### src/rtl/cabac_value_refill.sv
// Holds m_range/m_value for the CABAC regular-bin decoder and refills value low bits from a byte-fed 16-bit reservoir.
// Latency: bin and byte accepts take effect on the accepting edge; state_valid rises 3 cycles after init_start at best.
// Backpressure: bin_ready drops while the reservoir holds fewer than k bits; byte_ready drops while it holds more than 8.
module cabac_value_refill (
   input  logic        clk,
   input  logic        rst,
   input  logic        init_start,
   input  logic [7:0]  byte_data,
   input  logic        byte_valid,
   output logic        byte_ready,
   input  logic        bin_valid,
   output logic        bin_ready,
   input  logic [15:0] value_in,
   input  logic [8:0]  range_in,
   input  logic [2:0]  numbits_in,
   input  logic        lps_in,
   input  logic        mps_renorm_n_in,
   output logic [8:0]  m_range,
   output logic [15:0] m_value,
   output logic        state_valid
);

   typedef enum logic [1:0] {IDLE, LOAD_HI, LOAD_LO, RUN} state_t;

   state_t      state, state_nxt;
   logic [15:0] resv, resv_nxt;
   logic [4:0]  cnt, cnt_nxt;
   logic [8:0]  range_nxt;
   logic [15:0] value_nxt;

   logic        shift_en;
   logic [2:0]  k;
   logic        byte_acc, bin_acc;
   logic [15:0] refill_bits;
   logic [15:0] resv_post;
   logic [4:0]  cnt_post;
   logic [15:0] byte_ins;

   // Only renormalising bins consume bits; numbits_in is a don't-care otherwise.
   assign shift_en = lps_in | ~mps_renorm_n_in;
   assign k        = shift_en ? numbits_in : 3'd0;

   // Ready signals depend on state, fill level and the presented bin, never on the valids.
   always_comb begin
      byte_ready = 1'b0;
      bin_ready  = 1'b0;
      case (state)
         LOAD_HI, LOAD_LO: byte_ready = 1'b1;
         RUN: begin
            byte_ready = (cnt <= 5'd8);
            bin_ready  = ({2'b00, k} <= cnt);
         end
         default: ;
      endcase
   end

   // An init pulse swallows any handshake occurring in the same cycle.
   assign byte_acc = byte_valid & byte_ready & ~init_start;
   assign bin_acc  = bin_valid  & bin_ready  & ~init_start;

   // Top k reservoir bits right-aligned; k = 0 shifts everything out and yields zero.
   assign refill_bits = {9'd0, resv[15:9]} >> (3'd7 - k);

   // Consume first, then drop the new byte directly below the surviving bits. Bits below cnt
   // are always zero, so OR-ing the byte in is an exact insert.
   assign resv_post = bin_acc ? (resv << k) : resv;
   assign cnt_post  = bin_acc ? (cnt - {2'b00, k}) : cnt;
   assign byte_ins  = {byte_data, 8'd0} >> cnt_post;

   // Next-state for FSM, reservoir and architectural registers.
   always_comb begin
      state_nxt = state;
      resv_nxt  = resv;
      cnt_nxt   = cnt;
      range_nxt = m_range;
      value_nxt = m_value;
      if (init_start) begin
         state_nxt = LOAD_HI;
         resv_nxt  = 16'd0;
         cnt_nxt   = 5'd0;
      end else begin
         case (state)
            IDLE: ;
            LOAD_HI: begin
               if (byte_acc) begin
                  value_nxt[15:8] = byte_data;
                  state_nxt       = LOAD_LO;
               end
            end
            LOAD_LO: begin
               if (byte_acc) begin
                  value_nxt[7:0] = byte_data;
                  range_nxt      = 9'd510;
                  state_nxt      = RUN;
               end
            end
            RUN: begin
               if (bin_acc) begin
                  range_nxt = range_in;
                  value_nxt = value_in | refill_bits;
               end
               resv_nxt = resv_post;
               cnt_nxt  = cnt_post;
               if (byte_acc) begin
                  resv_nxt = resv_post | byte_ins;
                  cnt_nxt  = cnt_post + 5'd8;
               end
            end
            default: state_nxt = IDLE;
         endcase
      end
   end

   // State register; reset discards everything including a half-finished load.
   always_ff @(posedge clk) begin
      if (rst) begin
         state       <= IDLE;
         resv        <= 16'd0;
         cnt         <= 5'd0;
         m_range     <= 9'd0;
         m_value     <= 16'd0;
         state_valid <= 1'b0;
      end else begin
         state       <= state_nxt;
         resv        <= resv_nxt;
         cnt         <= cnt_nxt;
         m_range     <= range_nxt;
         m_value     <= value_nxt;
         state_valid <= (state_nxt == RUN);
      end
   end

endmodule
### config.mk
export PLATFORM = sky130hd
export DESIGN_NAME = cabac_value_refill
export DESIGN_NICKNAME = d
export VERILOG_FILES = /design/src/rtl/cabac_value_refill.sv
export SDC_FILE = /design/constraint.sdc
export NUM_CORES = 1
export LEC_CHECK = 0
export CAP_MARGIN = 25
export CORE_ASPECT_RATIO = 1.1
export CORE_MARGIN = 5
export CORE_UTILIZATION = 45
export DETAILED_ROUTE_END_ITERATION = 6
export MAX_ROUTING_LAYER = met4
export PLACE_DENSITY = 0.77
export SYNTH_ARGS = -nofsm -noshare
export SYNTH_HDL_FRONTEND = slang
export SYNTH_SLANG_ARGS = --single-unit
### constraint.sdc
create_clock -name clk -period 3.25 [get_ports clk]
set_input_delay 0.65 -clock clk [delete_from_list [all_inputs] [get_ports clk]]
set_output_delay 0.65 -clock clk [all_outputs]
set_load 0.005 [all_outputs]
---- Yosys cells after proc, flatten, opt, wreduce, memory -nomap -nowiden ----
Cells that the tools add are included.
operators by class
  reduce and logical (&&, ||, !) cells .... 6
  shifts and indexed selects .............. 3
  multiplexer cells ....................... 18
  eq/ne operators ......................... 7
  $lt $le $gt $ge ......................... 2
  bitwise operators ....................... 9
  add/sub/neg operators ................... 3
operators with widths
  cell                                                             number
  2-to-1 mux 16 bit                                                3
  OR 16 bit                                                        2
  case mux 8 bit (2 select lines)                                  2
  2-to-1 mux 9 bit                                                 2
  case mux 9 bit (2 select lines)                                  1
  left shift 16 x 3 -> 16 bit                                      1
  >> shifter 16 x 5 -> 16 bit                                      1
  >> shifter 7 x 3 -> 16 bit                                       1
  2-to-1 mux 5 bit                                                 2
  2-to-1 mux 8 bit                                                 1
  AND reduction 4 bit                                              2
  equality test 2 bit (second input constant)                      3
  2-to-1 mux 2 bit                                                 3
  inequality test 2 bit (second input constant)                    3
  adder 5 x 4 -> 5 bit (second input constant)                     1
  less-or-equal comparator 3 x 5 -> 1 bit                          1
  less-or-equal comparator 5 x 4 -> 1 bit (second input constant)  1
  subtractor 5 x 3 -> 5 bit                                        1
  AND 1 bit                                                        4
  case mux 2 bit (2 select lines)                                  1
  nonzero test 2 bit                                               2
  OR reduction 2 bit                                               2
  2-to-1 mux 3 bit                                                 1
  subtractor 3 bit (first input constant)                          1
  other kinds (5)                                                  6
storage, ports and cells
  output and inout bits ................... 28
  word-level logic and storage cells ...... 55
  register bits ........................... 49
  bits of input ports ..................... 43

---- Depth between registers and ports, before layout ----
Gate-level depths: netlist of run 1.
  word-level depth ........................ 11
  gate-level depth with buffers ........... 16
  gate-level depth less buffers ........... 13

---- Least setup slack after synthesis of run 1 ----
Ideal clock, no wire load.
  path kind ............................... input -> register
  start point ............................. input port lps_in
  end point ............................... register resv[12]
  buffers on the path ..................... 3
  slack ................................... -254 ps
  arrival time ............................ 3416 ps
  data required time ...................... 3162 ps
  setup time .............................. 88 ps
  stages on the path ...................... 14
  cell sequence ........................... nand2b_1 > and2_1 > inv_1 > clkbuf_1 > ha_1 > nor4_1 > nand2b_1 > clkbuf_1 > o21ai_1 > o21a_2 > buf_6 > mux2i_1 > or3_1 > a311oi_2
on the way
  longest elaborated chain between the ends .. 10
  elaborated cells between the ends (all ways) .. 13
  classes of those cells .................. 1 x add/sub; 1 x order compare; 2 x shift; 5 x mux; 4 x bitwise
ends and longest elaborated chain
  element                                  RTL line  text
  from (decl)                              16        input logic lps_in,
  OR 1 bit *                               40        assign shift_en = lps_in | ~mps_renorm_n_in;
  2-to-1 mux 3 bit *                       41        assign k = shift_en ? numbits_in : 3'd0;
  less-or-equal comparator 3 x 5 -> 1 bit  51        bin_ready = ({2'b00, k} <= cnt);
  2-to-1 mux 1 bit                         47        case (state)
  AND 1 bit (2 in series)                  59        assign bin_acc = bin_valid & bin_ready & ~init_start;
  2-to-1 mux 5 bit                         67        assign cnt_post = bin_acc ? (cnt - {2'b00, k}) : cnt;
  >> shifter 16 x 5 -> 16 bit              68        assign byte_ins = {byte_data, 8'd0} >> cnt_post;
  OR 16 bit                                105       resv_nxt = resv_post | byte_ins;
  2-to-1 mux 16 bit *                      104       if (byte_acc) begin
  to (signal assigned)                     125       resv <= resv_nxt;
  to (decl)                                26        logic [15:0] resv, resv_nxt;
Every way passes the cells marked *; elsewhere a longest branch is shown, timed or not.
A chain may end at the register's enable or synchronous reset.

---- Worst setup path in the final report of run 1 ----
  start point ............................. input port mps_renorm_n_in
  end point ............................... register resv[15]
on the way
  longest elaborated chain between the ends .. 11
  elaborated cells between the ends (all ways) .. 14
  classes of those cells .................. 1 x add/sub; 1 x order compare; 2 x shift; 5 x mux; 5 x bitwise
ends and longest elaborated chain
  element                                  RTL line  text
  from (decl)                              17        input logic mps_renorm_n_in,
  inverter 1 bit *                         40
  OR 1 bit *                               40
  2-to-1 mux 3 bit *                       41
  less-or-equal comparator 3 x 5 -> 1 bit  51
  2-to-1 mux 1 bit                         47
  AND 1 bit (2 in series)                  59
  2-to-1 mux 5 bit                         67
  >> shifter 16 x 5 -> 16 bit              68
  OR 16 bit                                105
  2-to-1 mux 16 bit *                      104
Marked as above.

==> metrics.md, run 1 <==
| Metric | Value |
|---|---|
| Library cell used as clock root buffer | `sky130_fd_sc_hd__clkbuf_8` |
| Total negative setup slack | `0 ps` |
| Final setup violating endpoints | `0` |
| Areal power density over the cells | `247 nW/um2` |
| Crit path max fanout | `7` |
| Number of instances in the synthesized netlist | `472` |
| Cell count of the worst reg-to-reg path | `11` |
| Count of nets after finishing | `643` |
| Cell Int Power | `919 uW` |
| Worst hold slack after final layout | `459 ps` |
| Post-Synthesis Mean Instance Area | `7.81 um2` |
| Fraction of registers with async set/reset | `0%` |
| Cell with the most instances after synthesis | `sky130_fd_sc_hd__nand2_1` |
| Req. time, crit path | `3500 ps` |
| Total via count in the routed design | `4342` |
| Via count of the first global-routing pass | `4184` |
| Core occupancy in the finished layout | `67.5%` |
| Count of buffer and inverter cells on the critical path | `3` |
| Clk pwr share | `30.8%` |
| Area post-placement | `4920 um2` |
| Die footprint | `10100 um2` |
| Endpoints failing hold | `0` |
| Hold wc startpoint | `m_range[1]` |
| Maximum VDD drop | `0.161 mV` |
| Delay of the slowest critical-path stage | `500 ps` |
| Sink count of the clock tree | `49` |
| Type of the setup path with the least slack | `in2reg` |
| Launch point of the worst reg-to-reg path | `state[1]` |
| Synth unique cells | `68` |
| Fraction of synthesized cell area in xor and xnor cells | `0.713%` |
| Flop2flop setup slack | `330 ps` |
| Violation count after the first detailed-routing iteration | `281` |
| Total count of max-transition violations in the final report | `0` |
| Core Region | `7960 um2` |
| Number of buffers added on ports | `70` |
| Overall global routing resource usage | `26.6%` |
| Die W | `96.3 um` |
| Fin crit share | `97.1%` |
| Signed area change from the synthesized netlist to the final layout | `45.5%` |
| Share of cell area taken by muxes after synthesis | `12.9%` |
| Status | `finished clean` |
| Clock-pin slew reported for the worst setup and hold paths after clock tree synthesis | `110 ps` |
| P_leak | `0.00201 uW` |
| Largest buffer count on any clock path | `2` |
| Combinational family with the most area after synthesis | `compound AO/OA/AOI/OAI gates` |
| Share of synthesized cell area in and, or, nand and nor gates | `21.4%` |
| Pin count of the biggest net entering global routing | `31` |
| ANT cells | `0` |
| Worst hold path type | `reg2reg` |
| Starting utilization of the core area | `46.4%` |
| Main flop type after synthesis | `sky130_fd_sc_hd__dfxtp_1` |
| Setup repair after global routing missed its margin | `yes` |
| Top cell type's share of synthesized area | `26.6%` |
| Initial antenna violation count | `0` |
| Reg power frac | `46.3%` |
| Wire length of the first global-routing pass | `20900 um` |
| Die height | `105 um` |
| Startpoint class of the critical path | `input port` |
| Post-synthesis compound-gate area fraction | `29.5%` |
| Number of synthesized flops with an enable pin | `0` |
| Clock tree from TritonCTS | `done` |
| Data arrival time at the worst-slack endpoint | `3410 ps` |
| Synth Net Count | `524` |
| Number of DRC violations after detailed routing | `0` |
| Number of primary I/O pins | `71` |
| Post-synthesis register bit count | `49` |
| Post-route antenna net violation count | `0` |
| Area of the multi-input gates | `2820 um2` |
| Post-detail-place hpwl | `9560 um` |
| Power dissipated by switching net loads | `407 uW` |
| Post-Route Skew | `9.80 ps` |
| Biggest area consumer among synthesized cells | `sky130_fd_sc_hd__dfxtp_1` |
| Actual transition at the worst max-transition pin | `842 ps` |
| Post-synthesis instance area | `3690 um2` |
| Layout filler cell count | `630` |
| Post-route standard cell area excluding fillers | `5370 um2` |
| Cell type group with the largest total delay on the critical path | `simple AND/OR/NAND/NOR gates` |
| Yosys warning count | `0` |
| Number of cells on the critical path | `14` |
| Cell breakdown of the critical path | `dlygate4sd2_1 > nand2b_4 > buf_6 > nand2_4 > ha_2 > or4_4 > a21oi_4 > nor4b_4 > nor3_2 > nand2_2 > buf_6 > o31ai_4 > a21oi_2 > nor3_1` |
| Number of detailed-routing iterations run before antenna repair | `5` |
| Worst relative slew slack | `43.6%` |
| Worst skew pair latency | `320 ps` |
| Maximum frequency from static timing analysis | `0.317 GHz` |
| Max stage delay cell, worst path | `sky130_fd_sc_hd__or4_4` |
| Drt total wl | `13300 um` |
| Post-placement cell count | `687` |
| Routed vias/inst | `6.20` |
| Global-route congestion overflow total | `0` |
| CTS HTree Levels | `2` |
| Number of clock buffers inserted by TritonCTS | `5` |
| Share of cells above drive strength 1 | `25.2%` |
| Endpoint of the most critical register-to-register path | `resv[15]` |
| Portion of total power attributed to combinational logic | `22.9%` |
| Most frequent cell on the critical path | `sky130_fd_sc_hd__buf_6` |
| Final cell count without fillers | `700` |
| Reg area | `981 um2` |
| Post-layout min period | `3150 ps` |
| Cell types occupying the most area after synthesis | `sky130_fd_sc_hd__dfxtp_1 27%, sky130_fd_sc_hd__mux2i_1 9.5%, sky130_fd_sc_hd__a21oi_1 7.2%, sky130_fd_sc_hd__nand2_1 6.8%, sky130_fd_sc_hd__nor2_1 3.6%` |
| Worst hold path cell count | `2` |
| Fraction of the yosys area taken by sequential cells | `26.6%` |
| Max capacitance violation total | `0` |
| Fraction of power spent switching nets | `30.7%` |
| Destination of the worst hold path | `m_range[1]` |
| Adder and majority cell fraction of the synthesized area | `3.26%` |
| Kind of end point of the critical path | `flip-flop` |
| Top cells by instance count after synthesis | `67 x sky130_fd_sc_hd__nand2_1, 53 x sky130_fd_sc_hd__a21oi_1, 49 x sky130_fd_sc_hd__dfxtp_1` |
| Avg WL per Cell | `19.0 um` |
| Cell row count | `34` |
| Final weighted congestion in routability-driven placement | `0.978` |
==> sequential cells by signal, indices dropped and copies added (netlist names) <==
| name | count |
|---|---|
| m_range | 9 |
| cnt | 5 |
| state | 2 |
| state_valid | 1 |
| m_value | 16 |
| resv | 16 |
==> routing by layer <==
metal | share of wire, % | GRT usage, % | vias to the layer above
met2 | 48 | 42.1 | 237
met1 | 40 | 33.9 | 2066
li1 | - | - | 1997
met3 | 8.9 | 4.46 | 42
met4 | 3.3 | 9.72 | 0
met5 | 0 | - | -
==> cell usage in the layout, fill, tap and decap left out, drive strengths merged, types with 5 or more instances in the layout <==
| cell | count |
|---|---|
| mux4 | 5 |
| nand4 | 7 |
| clkdlybuf4s50 | 65 |
| clkbuf | 5 |
| dfxtp | 49 |
| nor3 | 14 |
| ha | 8 |
| a21oi | 57 |
| o22ai | 6 |
| o211ai | 13 |
| nor2 | 35 |
| inv | 14 |
| mux2i | 35 |
| o221ai | 6 |
| nor2b | 7 |
| o31ai | 8 |
| nand2 | 68 |
| a211oi | 13 |
| o21ai | 20 |
| buf | 76 |
| nand3 | 10 |
==> metrics by stage <==
stage	power (uW)	setup slack [ps]
global placement	889	-517
CTS	1310	69.6
finish	1330	95.6
floorplan	756	18.8
detailed placement	895	-658
global route	1370	-39.6
==> cell type report <==
class                   instances  area share [%]
repair buffers                146            23.9
well taps                     108            2.52
clock buffers                   5            1.28
clock inverters                 3           0.490
flip-flops and latches         49            18.3
multi-input cells             376            52.5
inverters                      13            1.00
==> cells by family after synthesis <==
kind of cell    count (synthesis)
flops                          49
fa+ha+maj                       9
buf+inv                        47
compound gates                158
xor+xnor                        3
simple gates                  165
mux                            41
==> worst max-delay path by stage <==
stage | to | slack, ps | startpoint
detailed placement | m_value[10] | -660 | lps_in
finish | resv[15] | 100 | mps_renorm_n_in
CTS | resv[15] | 70 | numbits_in[2]
floorplan | resv[12] | 20 | lps_in
global route | resv[15] | -40 | mps_renorm_n_in
global placement | resv[12] | -520 | lps_in
==> worst min-delay path, stage by stage, from the launching register on <==
cell and delay, ps:
sky130_fd_sc_hd__dfxtp_1 320, sky130_fd_sc_hd__nand2_1 50, sky130_fd_sc_hd__a21oi_1 50
==> what timing repair did <==
item / 4_1_cts / 5_1_grt
pin swaps: 15 / 15
setup endpoints to repair: 27 / 16
setup buffers: 4 / 1
gates resized for setup: 44 / 19
hold endpoints to repair: 0 / 0
hold buffers: 0 / 0
==> power groups by stage <==
| stage | logic, uW | clock network, uW | registers, uW |
|---|---|---|---|
| detailed placement | 266 | 0 | 628 |
| global placement | 261 | 0 | 628 |
| finish | 303 | 408 | 614 |
| floorplan | 127 | 0 | 629 |
| global route | 323 | 427 | 616 |
| CTS | 288 | 404 | 614 |
Note: power is estimated with default switching activity, not from simulation.
==> run 2, diff against run 1 <==
--- a/config.mk
+++ b/config.mk
@@ -8,10 +8,10 @@
 export CAP_MARGIN = 25
 export CORE_ASPECT_RATIO = 1.1
 export CORE_MARGIN = 5
-export CORE_UTILIZATION = 45
+export CORE_UTILIZATION = 48
 export DETAILED_ROUTE_END_ITERATION = 6
 export MAX_ROUTING_LAYER = met4
-export PLACE_DENSITY = 0.77
+export PLACE_DENSITY = 0.81
 export SYNTH_ARGS = -nofsm -noshare
 export SYNTH_HDL_FRONTEND = slang
 export SYNTH_SLANG_ARGS = --single-unit
==> metrics.md, run 2 (synthesized netlist as in run 1, its figures left out) <==
| Metric | Value |
|---|---|
| Status | `finished clean (unchanged)` |
| Via count of the first global-routing pass | `4257 (was 4184)` |
| Top flop regs | `m_value (16), resv (16), m_range (9) (unchanged)` |
| Core occupancy in the finished layout | `72.4% (was 67.5%)` |
| Count of buffer and inverter cells on the critical path | `3 (unchanged)` |
| Total negative setup slack | `0 ps (unchanged)` |
| Wire length of the first global-routing pass | `20000 um (was 20900 um)` |
| Number of primary I/O pins | `71 (unchanged)` |
| Core Region | `7470 um2 (was 7960 um2)` |
| P_leak | `0.00200 uW (was 0.00201 uW)` |
| Req. time, crit path | `3500 ps (about the same)` |
| Clock tree from TritonCTS | `done (unchanged)` |
| Avg WL per Cell | `20.3 um (was 19.0 um)` |
| Commonest cells after routing, fill and taps aside | `65 x sky130_fd_sc_hd__clkdlybuf4s50_1, 63 x sky130_fd_sc_hd__nand2_1, 58 x sky130_fd_sc_hd__buf_4 (was 73 x sky130_fd_sc_hd__buf_4, 65 x sky130_fd_sc_hd__clkdlybuf4s50_1, 64 x sky130_fd_sc_hd__nand2_1)` |
| Drt total wl | `14000 um (was 13300 um)` |
| ANT cells | `0 (unchanged)` |
| Worst skew pair latency | `320 ps (about the same)` |
| Clock-pin slew reported for the worst setup and hold paths after clock tree synthesis | `120 ps (was 110 ps)` |
| Data arrival time at the worst-slack endpoint | `3470 ps (was 3410 ps)` |
| Most frequent cell on the critical path | `sky130_fd_sc_hd__nand2_2 (was sky130_fd_sc_hd__buf_6)` |
| Maximum frequency from static timing analysis | `0.311 GHz (was 0.317 GHz)` |
| Max capacitance violation total | `0 (unchanged)` |
| Endpoints failing hold | `0 (unchanged)` |
| Fin crit share | `99.0% (was 97.1%)` |
| Count of nets after finishing | `635 (was 643)` |
| CTS HTree Levels | `2 (unchanged)` |
| Die footprint | `9540 um2 (was 10100 um2)` |
| Worst relative slew slack | `44.0% (was 43.6%)` |
| Share of cells above drive strength 1 | `25.3% (was 25.2%)` |
| Violation count after the first detailed-routing iteration | `500 (was 281)` |
| Areal power density over the cells | `247 nW/um2 (about the same)` |
| Routed vias/inst | `6.47 (was 6.20)` |
| Worst hold path type | `reg2reg (unchanged)` |
| Delay of the slowest critical-path stage | `510 ps (was 500 ps)` |
| Post-detail-place hpwl | `9080 um (was 9560 um)` |
| Die W | `93.6 um (was 96.3 um)` |
| Cell count of the worst reg-to-reg path | `11 (unchanged)` |
| Number of buffers added on ports | `70 (unchanged)` |
| Most common library cell in the layout ignoring fill and taps | `sky130_fd_sc_hd__clkdlybuf4s50_1 (was sky130_fd_sc_hd__buf_4)` |
| Post-route standard cell area excluding fillers | `5410 um2 (was 5370 um2)` |
| Area post-placement | `4800 um2 (was 4920 um2)` |
| Number of hold buffers added after cts | `0 (unchanged)` |
| Number of clock buffers inserted by TritonCTS | `5 (unchanged)` |
| Worst hold slack after final layout | `457 ps (was 459 ps)` |
| Number of cells on the critical path | `13 (was 14)` |
| Global-route congestion overflow total | `0 (unchanged)` |
| Sink count of the clock tree | `49 (unchanged)` |
| Number of detailed-routing iterations run before antenna repair | `5 (unchanged)` |
| Starting utilization of the core area | `49.3% (was 46.4%)` |
| Die height | `102 um (was 105 um)` |
| Post-layout min period | `3220 ps (was 3150 ps)` |
| Cell type group with the largest total delay on the critical path | `simple AND/OR/NAND/NOR gates (unchanged)` |
| Final setup violating endpoints | `0 (unchanged)` |
| Reg area | `981 um2 (unchanged)` |
| Cell breakdown of the critical path | `clkdlybuf4s50_1 > nand2_2 > buf_4 > inv_2 > fa_2 > nor2b_1 > nor3_1 > a21boi_0 > nor3_4 > nand2_2 > o31ai_2 > a21oi_1 > a311oi_2 (was dlygate4sd2_1 > nand2b_4 > buf_6 > nand2_4 > ha_2 > or4_4 > a21oi_4 > nor4b_4 > nor3_2 > nand2_2 > buf_6 > o31ai_4 > a21oi_2 > nor3_1)` |
| Total via count in the routed design | `4459 (was 4342)` |
| Post-Route Skew | `17.8 ps (was 9.80 ps)` |
| Signed area change from the synthesized netlist to the final layout | `46.8% (was 45.5%)` |
| Overall global routing resource usage | `26.8% (was 26.6%)` |
| Area of the multi-input gates | `2870 um2 (was 2820 um2)` |
| Initial antenna violation count | `0 (unchanged)` |
| Final weighted congestion in routability-driven placement | `0.934 (was 0.978)` |
| Type of the setup path with the least slack | `in2reg (unchanged)` |
| Worst hold path cell count | `2 (unchanged)` |
| Max stage delay cell, worst path | `sky130_fd_sc_hd__clkdlybuf4s50_1 (was sky130_fd_sc_hd__or4_4)` |
| Library cell used as clock root buffer | `sky130_fd_sc_hd__clkbuf_8 (unchanged)` |
| Total count of max-transition violations in the final report | `0 (unchanged)` |
| Layout filler cell count | `526 (was 630)` |
| Maximum VDD drop | `0.239 mV (was 0.161 mV)` |
| Startpoint class of the critical path | `input port (unchanged)` |
| Pin count of the biggest net entering global routing | `39 (was 31)` |
| Actual transition at the worst max-transition pin | `838 ps (was 842 ps)` |
| Setup repair after global routing missed its margin | `no (was yes)` |
| Post-route antenna net violation count | `0 (unchanged)` |
| Crit path max fanout | `8 (was 7)` |
| Cell row count | `33 (was 34)` |
| Kind of end point of the critical path | `flip-flop (unchanged)` |
| Number of DRC violations after detailed routing | `0 (unchanged)` |
| Largest buffer count on any clock path | `2 (unchanged)` |
==> run 2: power breakdown <==
part / total [uW] / switching (uW) / internal, uW
Sequential: 615 / 5.40 / 610
Clock: 405 / 248 / 156
Combinational: 319 / 155 / 164
Total: 1340 / 409 / 930
==> run 2: worst paths after layout <==
check,start,end,slack [ps]
worst max-delay path,numbits_in[1],resv[12],30
worst min-delay path,m_range[8],m_range[8],460
worst max register to register,state[1],resv[5],360
worst min register to register,m_range[8],m_range[8],460
==> run 2: what timing repair did <==
item | 4_1_cts | 5_1_grt
endpoints found under the hold margin | 0 | 0
buffers inserted | 2 | 10
resized for setup | 21 | 52
cloned | 0 | 2
setup endpoints to repair | 42 | 29
pin swaps | 7 | 25
==> run 2: final cells by class <==
| cell class | instances | share of cell area (%) |
|---|---|---|
| tap | 105 | 2.43 |
| clock buffer | 5 | 1.27 |
| inverter | 13 | 0.948 |
| multi-input combinational | 376 | 52.9 |
| sequential | 49 | 18.1 |
| timing repair buffer | 138 | 23.8 |
| clock inverter | 3 | 0.462 |
==> run 2: routing by layer <==
| metal | wire length (um) | GRT usage [%] | part of all wire [%] | vias up |
|---|---|---|---|---|
| met4 | 626 | 11.7 | 4.5 | 0 |
| met1 | 5290 | 31.6 | 38 | 2093 |
| met5 | 0 | - | 0 | - |
| met3 | 1360 | 4.79 | 9.7 | 69 |
| li1 | - | - | - | 1978 |
| met2 | 6710 | 44.8 | 48 | 319 |
==> run 2: through the flow <==
step | cells | worst slack [ps] | total power (uW)
after detailed placement | 667 | -610 | 887
after CTS | 677 | -20.8 | 1290
after global placement | 667 | -461 | 882
final | 689 | 32.3 | 1340
after global routing | 689 | 4.92 | 1380
after floorplan | 472 | 18.8 | 756
==> run 2: worst register-to-register path, cell delays in order (launching register included) <==
cell	delay [ps]
sky130_fd_sc_hd__dfxtp_1	450
sky130_fd_sc_hd__ha_1	450
sky130_fd_sc_hd__and3b_1	310
sky130_fd_sc_hd__nand2b_4	120
sky130_fd_sc_hd__buf_4	160
sky130_fd_sc_hd__o31ai_1	420
sky130_fd_sc_hd__o221ai_2	190
sky130_fd_sc_hd__buf_4	170
sky130_fd_sc_hd__o221ai_2	200
sky130_fd_sc_hd__a21oi_1	100
sky130_fd_sc_hd__o21ai_1	130
sky130_fd_sc_hd__a21oi_1	70
